--- src/rtl/attack_arbiter.sv ---
// attack_arbiter: turns both players' attack button presses into a single
// stream of hits for the HP datapath. Each player holds at most one pending
// attack. Simultaneous requests are served round-robin over a valid/ready
// handshake, and each player is locked out for a cooldown after an accepted hit.
module attack_arbiter #(
   parameter int CNT_W    = 5,
   parameter int COOLDOWN = 16
) (
   input  logic       Clk,
   input  logic       Reset,
   input  logic       kick1,
   input  logic       fight1,
   input  logic       jump1,
   input  logic       kick2,
   input  logic       fight2,
   input  logic       jump2,
   input  logic       valid1,
   input  logic       valid2,
   input  logic       dodge1,
   input  logic       dodge2,
   input  logic       game_over,
   input  logic       hit_ready,
   output logic       hit_valid,
   output logic       hit_player,
   output logic [1:0] hit_type,
   output logic       hit_dodged,
   output logic       busy1,
   output logic       busy2
);

   typedef enum logic {
      IDLE  = 1'b0,
      ISSUE = 1'b1
   } state_t;

   localparam logic [CNT_W-1:0] COOL_LOAD = CNT_W'(COOLDOWN);

   // Attack type codes as presented on hit_type.
   localparam logic [1:0] T_KICK  = 2'b01;
   localparam logic [1:0] T_FIGHT = 2'b10;
   localparam logic [1:0] T_JUMP  = 2'b11;

   // Per-player vectors: index 0 = P1, index 1 = P2; buttons ordered {jump, fight, kick}.
   logic [1:0][2:0]       btn;
   logic [1:0][2:0]       btn_q;
   logic [1:0][2:0]       rise;
   logic [1:0]            valid_v;
   logic [1:0]            dodge_v;

   logic [1:0]            pend_q, pend_d;
   logic [1:0][1:0]       type_q, type_d;
   logic [1:0][CNT_W-1:0] cd_q, cd_d;

   state_t                state_q, state_d;
   logic                  last_grant_q, last_grant_d;
   logic                  hit_player_q, hit_player_d;
   logic [1:0]            hit_type_q, hit_type_d;
   logic                  hit_dodged_q, hit_dodged_d;

   logic                  winner;
   logic                  accept;

   assign btn[0]  = {jump1, fight1, kick1};
   assign btn[1]  = {jump2, fight2, kick2};
   assign rise[0] = btn[0] & ~btn_q[0];
   assign rise[1] = btn[1] & ~btn_q[1];
   assign valid_v = {valid2, valid1};
   assign dodge_v = {dodge2, dodge1};

   // Simultaneous rises resolve kick > fight > jump.
   function automatic logic [1:0] encode_type(input logic [2:0] r);
      if (r[0])      return T_KICK;
      else if (r[1]) return T_FIGHT;
      else if (r[2]) return T_JUMP;
      else           return 2'b00;
   endfunction

   // Pick the grant winner and decide whether the presented hit is consumed.
   always_comb begin
      if (pend_q == 2'b01)      winner = 1'b0;
      else if (pend_q == 2'b10) winner = 1'b1;
      else                      winner = ~last_grant_q;
      // game_over outranks the handshake: a flushed hit never loads a cooldown.
      accept = (state_q == ISSUE) && hit_ready && !game_over;
   end

   // Per-player pending capture, cooldown drain/reload and flush.
   always_comb begin
      // NOTE: every output of this block gets a default first, so no path leaves a latch.
      pend_d = pend_q;
      type_d = type_q;
      cd_d   = cd_q;
      for (int p = 0; p < 2; p++) begin
         if (cd_q[p] != '0) cd_d[p] = cd_q[p] - 1'b1;
         if (game_over) begin
            pend_d[p] = 1'b0;
         end else if (accept && (hit_player_q == 1'(p))) begin
            pend_d[p] = 1'b0;
            cd_d[p]   = COOL_LOAD;
         end else if (!pend_q[p] && (cd_q[p] == '0) && valid_v[p] && (rise[p] != 3'b000)) begin
            // Rises that arrive while blocked are dropped, never queued.
            pend_d[p] = 1'b1;
            type_d[p] = encode_type(rise[p]);
         end
      end
   end

   // Issue FSM: grant in IDLE, hold the hit stable in ISSUE until handshake or flush.
   always_comb begin
      state_d      = state_q;
      last_grant_d = last_grant_q;
      hit_player_d = hit_player_q;
      hit_type_d   = hit_type_q;
      hit_dodged_d = hit_dodged_q;
      unique case (state_q)
         IDLE: begin
            if (!game_over && (pend_q != 2'b00)) begin
               state_d      = ISSUE;
               hit_player_d = winner;
               hit_type_d   = type_q[winner];
               hit_dodged_d = dodge_v[~winner];
               last_grant_d = winner;
            end
         end
         ISSUE: begin
            if (game_over || hit_ready) state_d = IDLE;
         end
         default: state_d = IDLE;
      endcase
   end

   // State registers with synchronous reset.
   always_ff @(posedge Clk) begin
      // NOTE: sequential state uses non-blocking assignments so every register
      // samples the pre-edge values regardless of statement order.
      if (Reset) begin
         // Button history resets high so a button held through reset does not fire.
         btn_q        <= '1;
         pend_q       <= '0;
         type_q       <= '0;
         cd_q         <= '0;
         state_q      <= IDLE;
         last_grant_q <= 1'b1;
         hit_player_q <= 1'b0;
         hit_type_q   <= 2'b00;
         hit_dodged_q <= 1'b0;
      end else begin
         btn_q        <= btn;
         pend_q       <= pend_d;
         type_q       <= type_d;
         cd_q         <= cd_d;
         state_q      <= state_d;
         last_grant_q <= last_grant_d;
         hit_player_q <= hit_player_d;
         hit_type_q   <= hit_type_d;
         hit_dodged_q <= hit_dodged_d;
      end
   end

   assign hit_valid  = (state_q == ISSUE);
   assign hit_player = hit_player_q;
   assign hit_type   = hit_type_q;
   assign hit_dodged = hit_dodged_q;
   assign busy1      = pend_q[0] | (cd_q[0] != '0);
   assign busy2      = pend_q[1] | (cd_q[1] != '0);

endmodule

--- config.mk ---
export PLATFORM = sky130hd
export DESIGN_NAME = attack_arbiter
export DESIGN_NICKNAME = d
export VERILOG_FILES = /design/src/rtl/attack_arbiter.sv
export SDC_FILE = /design/constraint.sdc
export NUM_CORES = 1
export LEC_CHECK = 0
export ABC_AREA = 0
export CORE_ASPECT_RATIO = 1.4
export CORE_MARGIN = 3
export CORE_UTILIZATION = 51
export CTS_CLUSTER_SIZE = 16
export DETAILED_ROUTE_END_ITERATION = 10
export PLACE_DENSITY = 0.85
export SLEW_MARGIN = 5
export SYNTH_ARGS = -nofsm -noshare
export SYNTH_HDL_FRONTEND = slang
export SYNTH_SLANG_ARGS = --single-unit
--- constraint.sdc ---
create_clock -name Clk -period 2.15 [get_ports Clk]
set_clock_uncertainty 0.2 [all_clocks]
set_input_delay 0.5375 -clock Clk [delete_from_list [all_inputs] [get_ports Clk]]
set_output_delay 0.5375 -clock Clk [all_outputs]
set_load 0.05 [all_outputs]
==> metrics.txt, run 1 <==
# TYPE chip_impl_metric gauge
chip_impl_info{name="status",value="finished, violations left"} 1
chip_impl_info{name="failed_checks",value="negative setup slack"} 1
chip_impl_metric{name="comb_power_share",unit="%"} 50.4
chip_impl_metric{name="post_synthesis_cells",unit=""} 136
chip_impl_metric{name="power_frac_clock",unit="%"} 16.9
chip_impl_metric{name="power.density_cell_area",unit="nW/um2"} 1180
chip_impl_metric{name="synth-seq-area-share",unit="%"} 44.1
chip_impl_metric{name="post_route_cells_drive_above_1_share",unit="%"} 34.1
chip_impl_info{name="rr_endpoint",value="pend_q[0]"} 1
chip_impl_info{name="synth_common_cells",value="sky130_fd_sc_hd__dfxtp_1, sky130_fd_sc_hd__nand2_1, sky130_fd_sc_hd__nor2_1"} 1
chip_impl_metric{name="clock_path_buffers",unit=""} 2
chip_impl_metric{name="detail_route.drc_violations",unit=""} 0
chip_impl_info{name="worst_setup_path_endpoint",value="busy1"} 1
chip_impl_info{name="cpMaxStageDelayCell",value="sky130_fd_sc_hd__or4b_4"} 1
chip_impl_metric{name="timing.max_slew.rel_slack",unit="%"} 44.5
chip_impl_metric{name="dp_cells",unit=""} 201
chip_impl_metric{name="initial_antenna_violation_count",unit=""} 0
chip_impl_metric{name="grt.overflow.total",unit=""} 0
chip_impl_metric{name="worstMarginPinSlew",unit="ns"} 0.821
chip_impl_metric{name="gp_congestion",unit=""} 0.823
chip_impl_metric{name="routed-via-count",unit=""} 1165
chip_impl_metric{name="totalWireLength",unit="mm"} 2.96
chip_impl_metric{name="cp_max_fo",unit=""} 2
chip_impl_info{name="r2r-start",value="cd_q[0]"} 1
chip_impl_metric{name="place.port_buffers",unit=""} 20
chip_impl_metric{name="rows",unit=""} 20
chip_impl_info{name="cp-end-kind",value="output port"} 1
chip_impl_metric{name="track_usage",unit="%"} 21.1
chip_impl_metric{name="core_region",unit="um2"} 2280
chip_impl_info{name="synthDominantAreaCellType",value="sky130_fd_sc_hd__dfxtp_1"} 1
chip_impl_metric{name="postPlaceCellArea",unit="um2"} 1610
chip_impl_metric{name="power.ir.vdd_worst",unit="mV"} 1.14
chip_impl_metric{name="post_drt_wl_per_cell",unit="um"} 13.7
chip_impl_metric{name="critical_path_depth",unit=""} 6
chip_impl_metric{name="postLayoutCellArea",unit="um2"} 1780
chip_impl_metric{name="die_w",unit="um"} 48.2
chip_impl_info{name="cts-root-buf",value="sky130_fd_sc_hd__clkbuf_4"} 1
chip_impl_metric{name="reg2regPathDepth",unit=""} 6
chip_impl_metric{name="floorplan.die.height",unit="um"} 65.0
chip_impl_info{name="grt_setup_unrepaired",value="true"} 1
chip_impl_metric{name="p_switching",unit="uW"} 746
chip_impl_metric{name="post_layout_nonfiller_instances",unit=""} 215
chip_impl_info{name="synth_area_leaders",value="sky130_fd_sc_hd__dfxtp_1, sky130_fd_sc_hd__nor3_1, sky130_fd_sc_hd__nand2_1, sky130_fd_sc_hd__nor2_1, sky130_fd_sc_hd__mux2i_1"} 1
chip_impl_metric{name="final_critical_path_setup_slack",unit="ns"} -0.269
chip_impl_info{name="crit_top_cell",value="sky130_fd_sc_hd__inv_2"} 1
chip_impl_metric{name="wirelength_met1",unit="mm"} 1.21
chip_impl_metric{name="synthToLayoutAreaGrowth",unit="%"} 40.0
chip_impl_metric{name="cts.reportedPaths.clkPinSlew",unit="ns"} 0.16
chip_impl_metric{name="diodes",unit=""} 0
chip_impl_metric{name="clk_latency",unit="ns"} 0.34
chip_impl_metric{name="synth.yosys.warnings",unit=""} 0
chip_impl_metric{name="final_nets",unit=""} 199
chip_impl_metric{name="maximum_number_of_pins_on_one_net_before_global_route_repair",unit=""} 17
chip_impl_info{name="worstHoldPathType",value="flop to flop"} 1
chip_impl_metric{name="setup_tns",unit="ns"} -0.269
chip_impl_metric{name="p_sw_share",unit="%"} 35.5
chip_impl_metric{name="boundaryPins",unit=""} 21
chip_impl_metric{name="setup-violations-final",unit=""} 1
chip_impl_metric{name="h-tree-depth",unit=""} 1
chip_impl_metric{name="p_leak",unit="nW"} 0.736
chip_impl_metric{name="postSynthRegisterBits",unit=""} 28
chip_impl_metric{name="postRouteAntennaNets",unit=""} 0
chip_impl_metric{name="post_cts_hold_buffer_count",unit=""} 0
chip_impl_info{name="startpoint_type",value="flop"} 1
chip_impl_info{name="critical_path.top_delay_family",value="simple AND/OR/NAND/NOR gates"} 1
chip_impl_info{name="commonest_register_cell_after_synthesis",value="sky130_fd_sc_hd__dfxtp_1"} 1
chip_impl_metric{name="starting_utilization_of_the_core_area",unit="%"} 55.8
chip_impl_metric{name="report.power.total",unit="mW"} 2.10
chip_impl_metric{name="internal_power",unit="mW"} 1.35
chip_impl_metric{name="cts_inserted_buffers",unit=""} 3
chip_impl_metric{name="clock-sinks",unit=""} 28
chip_impl_metric{name="wl_met3",unit="um"} 114
chip_impl_metric{name="synth_top_area_share",unit="%"} 44.1
chip_impl_metric{name="async_flop_share",unit="%"} 0
chip_impl_metric{name="reg2reg_setup_slack",unit="ns"} 0.18
chip_impl_metric{name="syn_area_per_cell",unit="um2"} 9.34
chip_impl_metric{name="via_density_per_instance",unit=""} 5.42
chip_impl_metric{name="finalCritPeriodShare",unit="%"} 113
chip_impl_metric{name="max_stage_delay",unit="ns"} 0.48
chip_impl_metric{name="dp.final_hpwl",unit="mm"} 2.05
chip_impl_metric{name="worstPathBufferInverterCount",unit=""} 3
chip_impl_metric{name="max_freq",unit="GHz"} 0.413
chip_impl_metric{name="detailroute.wirelength.met2",unit="mm"} 1.56
chip_impl_info{name="synth_most_common_cell",value="sky130_fd_sc_hd__dfxtp_1"} 1
chip_impl_metric{name="min_period",unit="ns"} 2.42
chip_impl_metric{name="drtPass1Iterations",unit=""} 4
chip_impl_info{name="maxUsedRoutingLayer",value="met4"} 1
chip_impl_metric{name="dr.first_iter.drc_count",unit=""} 16
chip_impl_metric{name="postSynthNetCount",unit=""} 152
chip_impl_metric{name="timing.final.max_slew_violations",unit=""} 0
chip_impl_metric{name="grt_first_pass_wirelength",unit="mm"} 4.75
chip_impl_metric{name="yosysUniqueCellTypes",unit=""} 37
chip_impl_info{name="critical_path_cell_sequence",value="inv_2, ha_4, or4b_4, nor2_4, inv_2, buf_8"} 1
chip_impl_info{name="timing.critical_path.from",value="cd_q[0]"} 1
chip_impl_metric{name="crit_required",unit="ns"} 1.41
chip_impl_metric{name="cap_viol_max_count",unit=""} 0
chip_impl_metric{name="finalHoldWorstSlack",unit="ns"} 0.298
chip_impl_metric{name="signal_arrival_time_at_the_worst_endpoint",unit="ns"} 1.68
chip_impl_metric{name="grt_pass1_vias",unit=""} 1122
chip_impl_metric{name="final_number_of_hold_violating_endpoints",unit=""} 0
chip_impl_metric{name="synth-edff-count",unit=""} 0
chip_impl_metric{name="netlist_area",unit="um2"} 1270
chip_impl_metric{name="design.die.area",unit="um2"} 3130
chip_impl_info{name="worst-setup-path-type",value="flop to output port"} 1
chip_impl_metric{name="share_seq_of_total_power",unit="%"} 32.7
chip_impl_info{name="cts_tree",value="yes"} 1
sequential cells by signal (all words and copies together), names as in the netlist:
name          cells
cd_q             10
type_q            4
hit_type          2
btn_q             6
pend_q            2
hit_dodged        1
last_grant_q      1
hit_valid         1
hit_player        1
layout by cell type, fill, tap and decap left out, drive strengths merged, types with 2 or more instances in the layout:
master,n
a211oi,5
a21oi,6
a311oi,2
buf,31
clkbuf,3
clkdlybuf4s50,13
dfxtp,28
ha,2
inv,9
mux2i,5
nand2,14
nand2b,4
nor2,15
nor2b,4
nor3,11
nor4b,2
or2,7
xnor2,5
tightest hold or removal path, cell delays in order, from the launching register on:
cell,delay [ns]
sky130_fd_sc_hd__dfxtp_1,0.35
sky130_fd_sc_hd__nand2_1,0.06
sky130_fd_sc_hd__mux2i_1,0.07
power by group through the flow:
stage,clock network (mW),registers [mW],logic [mW]
detailed placement,0,0.686,0.774
CTS,0.358,0.681,0.938
floorplan,0,0.685,0.543
global placement,0,0.679,0.737
global route,0.377,0.697,1.14
finish,0.355,0.686,1.06
what timing repair did:
action | CTS | global route
gates resized for setup | 14 | 2
endpoints found under the setup margin | 2 | 2
buffers inserted | 5 | 5
pin swaps | 3 | 3
through the flow:
| stage | util (%) | setup slack (ns) |
|---|---|---|
| floorplan | - | 0.0481 |
| detailed placement | 70.7 | -0.0304 |
| global placement | 70.7 | 0.00312 |
| CTS | 76.2 | -0.268 |
| finish | 78.1 | -0.269 |
| global route | 78.1 | -0.326 |
worst min path at each step:
stage | from | end | slack [ns] | depth (start not counted)
2_1_floorplan | type_q[0] | type_q[0] | 0.24 | 2
3_3_place_gp | type_q[0] | type_q[0] | 0.26 | 2
3_5_place_dp | type_q[1] | type_q[1] | 0.28 | 2
4_1_cts | type_q[1] | type_q[1] | 0.30 | 2
5_1_grt | type_q[1] | type_q[1] | 0.32 | 2
6_report | type_q[0] | type_q[0] | 0.30 | 2
cell families (layout without fill, tap and decap cells):
family / count (synthesis) / count (layout) / synth area share, %
mux: 5 / 5 / 3.94
xor+xnor: 5 / 5 / 3.45
fa+ha+maj: 3 / 3 / 2.76
buf+inv: 11 / 57 / 3.84
flops: 28 / 28 / 44.1
simple gates: 62 / 62 / 26.6
compound gates: 22 / 22 / 15.3
layer usage:
layer,track usage [%],vias to the layer above
met4,9.43,0
li1,-,574
met3,4.17,9
met1,24.5,549
met5,0,-
met2,35.1,33
area by class of cell:
| class | count | area (um2) |
|---|---|---|
| Timing Repair Buffer | 44 | 399 |
| Sequential cell | 28 | 566 |
| Fill cell | 155 | 499 |
| Clock buffer | 3 | 22.5 |
| Inverter | 9 | 33.8 |
| Multi-Input combinational cell | 97 | 686 |
| Clock inverter | 1 | 30.0 |
| Tap cell | 33 | 41.3 |
Power figures use the tool's default switching activity.
==> run 2, diff against run 1 <==
--- a/config.mk
+++ b/config.mk
@@ -9,7 +9,7 @@
 export CORE_ASPECT_RATIO = 1.4
 export CORE_MARGIN = 3
 export CORE_UTILIZATION = 51
-export CTS_CLUSTER_SIZE = 16
+export CTS_CLUSTER_SIZE = 30
 export DETAILED_ROUTE_END_ITERATION = 10
 export PLACE_DENSITY = 0.85
 export SLEW_MARGIN = 5
==> results of run 2 <==
Final layout, timing and power as in run 1 (identical DEF).
